`src/rtl/pc_flag_ctrl.sv`:
```
// pc_flag_ctrl: program-counter sequencer with registered N/Z flags.
//
// Steps a program counter from IDLE through RUN to DONE. Each unstalled RUN
// cycle retires one instruction: it either halts, takes a conditional
// relative branch, or falls through to pc+1. Compare opcodes update the N/Z
// flags, and branches test the registered flag values.
//
// Ports:
//   clk        rising-edge clock
//   reset      asynchronous active-high reset
//   start      level request: IDLE->RUN when high, DONE->IDLE when low
//   stall      freezes all RUN state for the cycle
//   alu_op     opcode of the executing instruction (0110/0111 write flags)
//   alu_neg    less-than result for the executing instruction
//   alu_zero   equal result for the executing instruction
//   br_en      executing instruction is a branch
//   br_cond    00 always, 01 N, 10 Z, 11 !N && !Z
//   br_off     signed 8-bit pc offset
//   halt       executing instruction ends the program
//   pc         fetch address
//   flag_n     registered N flag
//   flag_z     registered Z flag
//   taken      one-cycle pulse following a taken branch
//   done       high while in DONE
//   instr_cnt  saturating retired-instruction count
module pc_flag_ctrl #(
    parameter int PC_W  = 10,
    parameter int CNT_W = 16
) (
    input  logic             clk,
    input  logic             reset,
    input  logic             start,
    input  logic             stall,
    input  logic [3:0]       alu_op,
    input  logic             alu_neg,
    input  logic             alu_zero,
    input  logic             br_en,
    input  logic [1:0]       br_cond,
    input  logic [7:0]       br_off,
    input  logic             halt,
    output logic [PC_W-1:0]  pc,
    output logic             flag_n,
    output logic             flag_z,
    output logic             taken,
    output logic             done,
    output logic [CNT_W-1:0] instr_cnt
);

    typedef enum logic [1:0] {
        IDLE = 2'd0,
        RUN  = 2'd1,
        DONE = 2'd2
    } state_t;

    state_t           state, state_nx;
    logic [PC_W-1:0]  pc_nx;
    logic             flag_n_nx, flag_z_nx, taken_nx;
    logic [CNT_W-1:0] cnt_nx;
    logic             cond_ok;
    logic [PC_W-1:0]  off_ext;

    // Sign-extend the offset to pc width; the add then wraps mod 2^PC_W.
    assign off_ext = PC_W'($signed(br_off));

    // Conditions look only at the registered flags, never at this cycle's ALU.
    always_comb begin
        cond_ok = 1'b0;
        case (br_cond)
            2'b00: cond_ok = 1'b1;
            2'b01: cond_ok = flag_n;
            2'b10: cond_ok = flag_z;
            2'b11: cond_ok = !flag_n && !flag_z;
            default: cond_ok = 1'b0;
        endcase
    end

    always_comb begin
        state_nx  = state;
        pc_nx     = pc;
        flag_n_nx = flag_n;
        flag_z_nx = flag_z;
        taken_nx  = 1'b0;
        cnt_nx    = instr_cnt;
        case (state)
            IDLE: begin
                if (start) begin
                    state_nx  = RUN;
                    pc_nx     = '0;
                    flag_n_nx = 1'b0;
                    flag_z_nx = 1'b0;
                    cnt_nx    = '0;
                end
            end
            RUN: begin
                if (!stall) begin
                    if (instr_cnt != '1)
                        cnt_nx = instr_cnt + CNT_W'(1);
                    if (alu_op == 4'b0110 || alu_op == 4'b0111) begin
                        flag_n_nx = alu_neg;
                        flag_z_nx = alu_zero;
                    end
                    if (halt) begin
                        state_nx = DONE;
                    end else if (br_en && cond_ok) begin
                        pc_nx    = pc + off_ext;
                        taken_nx = 1'b1;
                    end else begin
                        pc_nx = pc + PC_W'(1);
                    end
                end
            end
            DONE: begin
                if (!start)
                    state_nx = IDLE;
            end
            default: state_nx = IDLE;
        endcase
    end

    always_ff @(posedge clk or posedge reset) begin
        if (reset) begin
            state     <= IDLE;
            pc        <= '0;
            flag_n    <= 1'b0;
            flag_z    <= 1'b0;
            taken     <= 1'b0;
            instr_cnt <= '0;
        end else begin
            state     <= state_nx;
            pc        <= pc_nx;
            flag_n    <= flag_n_nx;
            flag_z    <= flag_z_nx;
            taken     <= taken_nx;
            instr_cnt <= cnt_nx;
        end
    end

    assign done = (state == DONE);

endmodule

```
`config.mk`:
```
export PLATFORM = sky130hd
export DESIGN_NAME = pc_flag_ctrl
export DESIGN_NICKNAME = d
export VERILOG_FILES = /design/src/rtl/pc_flag_ctrl.sv
export SDC_FILE = /design/constraint.sdc
export NUM_CORES = 1
export LEC_CHECK = 0
export CAP_MARGIN = 15
export CORE_ASPECT_RATIO = 1.75
export CORE_UTILIZATION = 27
export DETAILED_ROUTE_END_ITERATION = 6
export DONT_BUFFER_PORTS = 1
export PLACE_DENSITY = 0.46
export SYNTH_ARGS = -nofsm -noshare
export SYNTH_HDL_FRONTEND = slang
export SYNTH_SLANG_ARGS = --single-unit
```
`constraint.sdc`:
```
create_clock -name clk -period 4.9 [get_ports clk]
set_input_delay 0.98 -clock clk [delete_from_list [all_inputs] [get_ports clk]]
set_output_delay 0.98 -clock clk [all_outputs]
set_load 0.01 [all_outputs]
```
After elaboration in Yosys (flattened, before gate mapping). Cells that the tools add are included.

Add/subtract/negate cells: 3. Equality and inequality tests: 15. Mux-type cells: 26. Reduce and logical (&&, ||, !) cells: 12.

Operators with widths (count): 2-to-1 mux 16 bit (3); 2-to-1 mux 10 bit (4); case mux 16 bit (2 select lines) (1); case mux 10 bit (2 select lines) (1); adder 16 x 1 -> 16 bit (second input constant) (1); inequality test 16 bit (second input constant) (1); AND reduction 4 bit (4); inequality test 2 bit (second input constant) (7); adder 10 x 1 -> 10 bit (second input constant) (1); adder 10 bit (1); 2-to-1 mux 1 bit (9); == test 4 x 3 -> 1 bit (second input constant) (2); 2-to-1 mux 2 bit (4); == test 2 bit (second input constant) (3); case mux 2 bit (3 select lines) (1); == test 2 x 1 -> 1 bit (second input constant) (2); zero test 2 bit (2); case mux 1 bit (2 select lines) (2); case mux 1 bit (4 select lines) (1); logical AND 1 bit (2); zero test 1 bit (2); nonzero test 2 bit (1); logical OR 1 bit (1).

Bits in registers: 31. Input bits: 22. Output and inout port bits: 30. Logic and storage cells: 62.

Logic depth before layout (Yosys ltp).
Word-level depth: 8. Gate-level depth with buffers: 13. Depth with buffers taken out: 13.

Least setup slack after synthesis. No wires, ideal clock.

Path type: input-to-reg. Start point: in br_cond[0]. End point: reg pc[8]. Setup time: 0.122 ns. Data arrival time: 3.037 ns. Data required time: 4.778 ns. Slack: 1.742 ns. Stages on the path: 13. Buffers on the path: 0. Path through: nor2b_1 -> o211ai_2 -> and2_1 -> nand2b_1 -> ha_1 -> inv_1 -> fa_1 -> nor2b_1 -> o21ai_1 -> a21boi_1 -> o211a_1 -> or3_1 -> a32o_1.

Cells in the longest elaborated chain, start to end: 7. Elaborated cells between the ends (all ways): 10. Classes of those cells: eq/ne (3); mux (5); reduce/logical (2).

RTL lines: start: declaration (line 38) `input logic [1:0] br_cond,`; == test 2 bit (tied with other cells) (line 68) `case (br_cond)`; case mux 1 bit (4 select lines) * (line 68); logical AND 1 bit * (line 104) `end else if (br_en && cond_ok) begin`; 2-to-1 mux 10 bit * (line 104); 2-to-1 mux 10 bit * (line 102) `if (halt) begin`; 2-to-1 mux 10 bit * (line 95) `if (!stall) begin`; case mux 10 bit (2 select lines) * (line 84) `case (state)`; end signal: assignment (line 130) `pc <= pc_nx;`; end: declaration (line 41) `output logic [PC_W-1:0] pc,`.

Every way passes the cells marked *; elsewhere a longest branch is shown, timed or not. The select of a mux whose other input is x is not followed. A chain may end at the register's enable or synchronous reset.

Final worst setup path.
Start point: in br_cond[0]. End point: reg pc[6].

Same word-level chain as after synthesis.

==> reports/results.ini <==
[run_status]
status=finished clean

[die]
initial_core_util_pct=28.3
die_w_um=66.5
rows=40
die-area_um2=7650
die_y_um=115
ios=52
core_um2=6960

[clock_network]
cts_hold_buf=0
cts_tree=yes
htreeDepth=2
cts_sinks=31
post_cts_buffers=0
path_clk_slew_ps=50
cts_root_buffer=clkbuf_16
clockBufferDepth=2
clk_latency_ps=270
cts_buffers=5
cts.repair.resized=0

[grt]
grt_pass1_vias=1644
grt_antenna_before_repair=0
grt_pass1_wl_mm=7.98
grt_overflow=0
grt_max_degree=32
grt_usage_pct=14.1

[finish]
drive_gt1_share_pct=10.0
fin_nets=251
fillCellCount=721
fin_util_pct=31.7
multiInputGateArea_um2=1120
design_area_um2=2210
area_delta_synth_final_pct=12.1
num_antenna_cells=0
regArea_um2=776

[placement]
placed_cell_area_um2=2070
place.gp.congestion=0.748
place_ws_ps=1330
hpwl_mm=3.81
port-buffer-count=0

[synthesis]
synth_top_family_by_area=simple AND/OR/NAND/NOR gates
synthAdderAreaFrac_pct=7.37
ys_seq_elements=31
syn_area_um2=1970
synth_xor_area_share_pct=4.90
yosysUniqueCellTypes=50
synthArstFlopShare_pct=100
yosysSeqAreaShare_pct=39.4
synthMuxAreaShare_pct=0.572
synth_edf_count=0
synth_compound_area_share_pct=17.7
yosys.area_share.simple_pct=26.3
syn-num-nets=245
synthFlopType=dfrtp_1
synth_cells=212
syn_area_per_cell_um2=9.28
yosys_warnings=0

[sta]
setup-tns-final_ps=0
skew_ps=6.13
fin_ws_ps=1630
drv_slew=0
fmax_mhz=306
min_period_ps=3270
finalCritPeriodShare_pct=66.6
setup_viol=0
max_slew.worst_pin.slew_ps=787
rsz0062_at_grt=no
hold_viol=0
maxSlewHeadroom_pct=47.1

[setup_path]
critical_path_required_ps=5060
crit_type=in -> reg
arrival_ps=3430
crit_chain=nor2b_1, o211ai_2, buf_4, and2_1, nand2b_1, ha_1, inv_1, fa_1, nor2b_1, o21ai_1, a21boi_1, o21ai_0, a21o_1, a32o_1
cpMostUsedCell=nor2b_1
slowest_stage=fa_1
cp_max_fo=8
cp-end-kind=flop
critPathMaxStageDelay_ps=400
startpoint_type=primary input

[route]
routed_via_density=5.26
drcViolationCount=0
wl_mm=5.02
firstDrtPassIters=3
drt-wirelength-per-cell_um=16.6
vias=1595
drtIter0Drc=39
final_antenna_net_count=0

[power_and_ir_drop]
ir_worst_vdd_v=0.000120
total_power_uw=999
cellLeakagePower_nw=1.01
p_per_area_nw_per_um2=453

[flow_run]
cap_viol_max_count=0

[worst_hold_path]
worstHoldPathType=reg -> reg

[worst max-delay path: cells and delay by family]
family | cells | cell delay, ps
and+or+nand+nor | 4 | 510
adders and majority gates | 2 | 600
buffers and inverters | 2 | 230
AOI/OAI and AO/OA | 6 | 1090
[power breakdown]
group / switching (mW) / internal [mW]
sequential: 0.0944 / 0.307
combinational: 0.171 / 0.132
clock: 0.107 / 0.187
total: 0.372 / 0.627
[cell usage after synthesis (all sizes together) (2+ instances only)]
cell    number  area share [%]
inv         13             2.5
nor3         2            0.51
xnor2        4             1.8
nand2       17             3.2
o21ai       21             5.3
and4         2            0.95
and3         9             2.9
ha          10             6.4
or3          7             2.2
nand3       13             3.9
nor2b        3            0.95
a21o         4             1.6
xor2         7             3.1
a32o         3             1.5
nand2b       5             2.0
and4bb       2             1.3
dfrtp       31              39
nand3b       3             1.1
clkbuf       2            0.38
buf          2            0.95
nand4        3             1.6
a21oi       10             2.5
a211oi       4             1.8
nor2        17             3.2
[final timing paths]
check	startpoint	end	slack (ps)	cells past startpoint
max	br_cond[0]	pc[6]	1630	14
min	state[1]	state[0]	570	1
max reg2reg	flag_n	pc[6]	1850	14
min reg2reg	state[1]	state[0]	570	1
max in group asynchronous	reset	state[1]	3880	2
min in group asynchronous	reset	pc[6]	690	2
[registers in the layout (all words and copies together), names as in the netlist]
name and flops:
state 2, taken 1, flag_z 1, instr_cnt 16, flag_n 1, pc 10
[layout make-up]
type / count / area share, %
clock buffer: 7 / 6.01
inverter: 13 / 2.21
multi-input combinational: 164 / 50.6
timing repair buffer: 3 / 1.02
clock inverter: 1 / 0.227
tap: 84 / 4.76
sequential: 31 / 35.1
[per-stage QoR]
stage          hold WS, ps  cells
2_1_floorplan          504    212
3_3_place_gp           569    295
3_5_place_dp           569    295
4_1_cts                572    303
5_1_grt                604    303
6_report               566    303
[cell families after synthesis]
family	Yosys count
compound gates	52
xor+xnor	11
fa+ha+maj	11
buf+inv	17
flops	31
mux	1
simple gates	89
[metal layers]
metal | routed length, µm | global-route usage, % | up-vias
met2 | 2810 | 27.7 | 41
met3 | 332 | 4.27 | 5
li1 | - | - | 772
met1 | 1830 | 13.3 | 777
met5 | 0 | 0 | -
met4 | 48 | 4.26 | 0
[placed cells by master, fill, tap and decap left out, drive strengths merged, types with 4 or more instances in the layout]
cell type	netlist	final
nor2	17	17
clkbuf	2	7
a21o	4	4
inv	13	13
ha	10	10
nand2b	5	5
nand2	17	17
a21oi	10	10
o21ai	21	21
and3	9	9
a211oi	4	4
xnor2	4	4
dfrtp	31	31
xor2	7	7
or3	7	7
nand3	13	13
No activity file was read; power rests on OpenSTA's default activity.
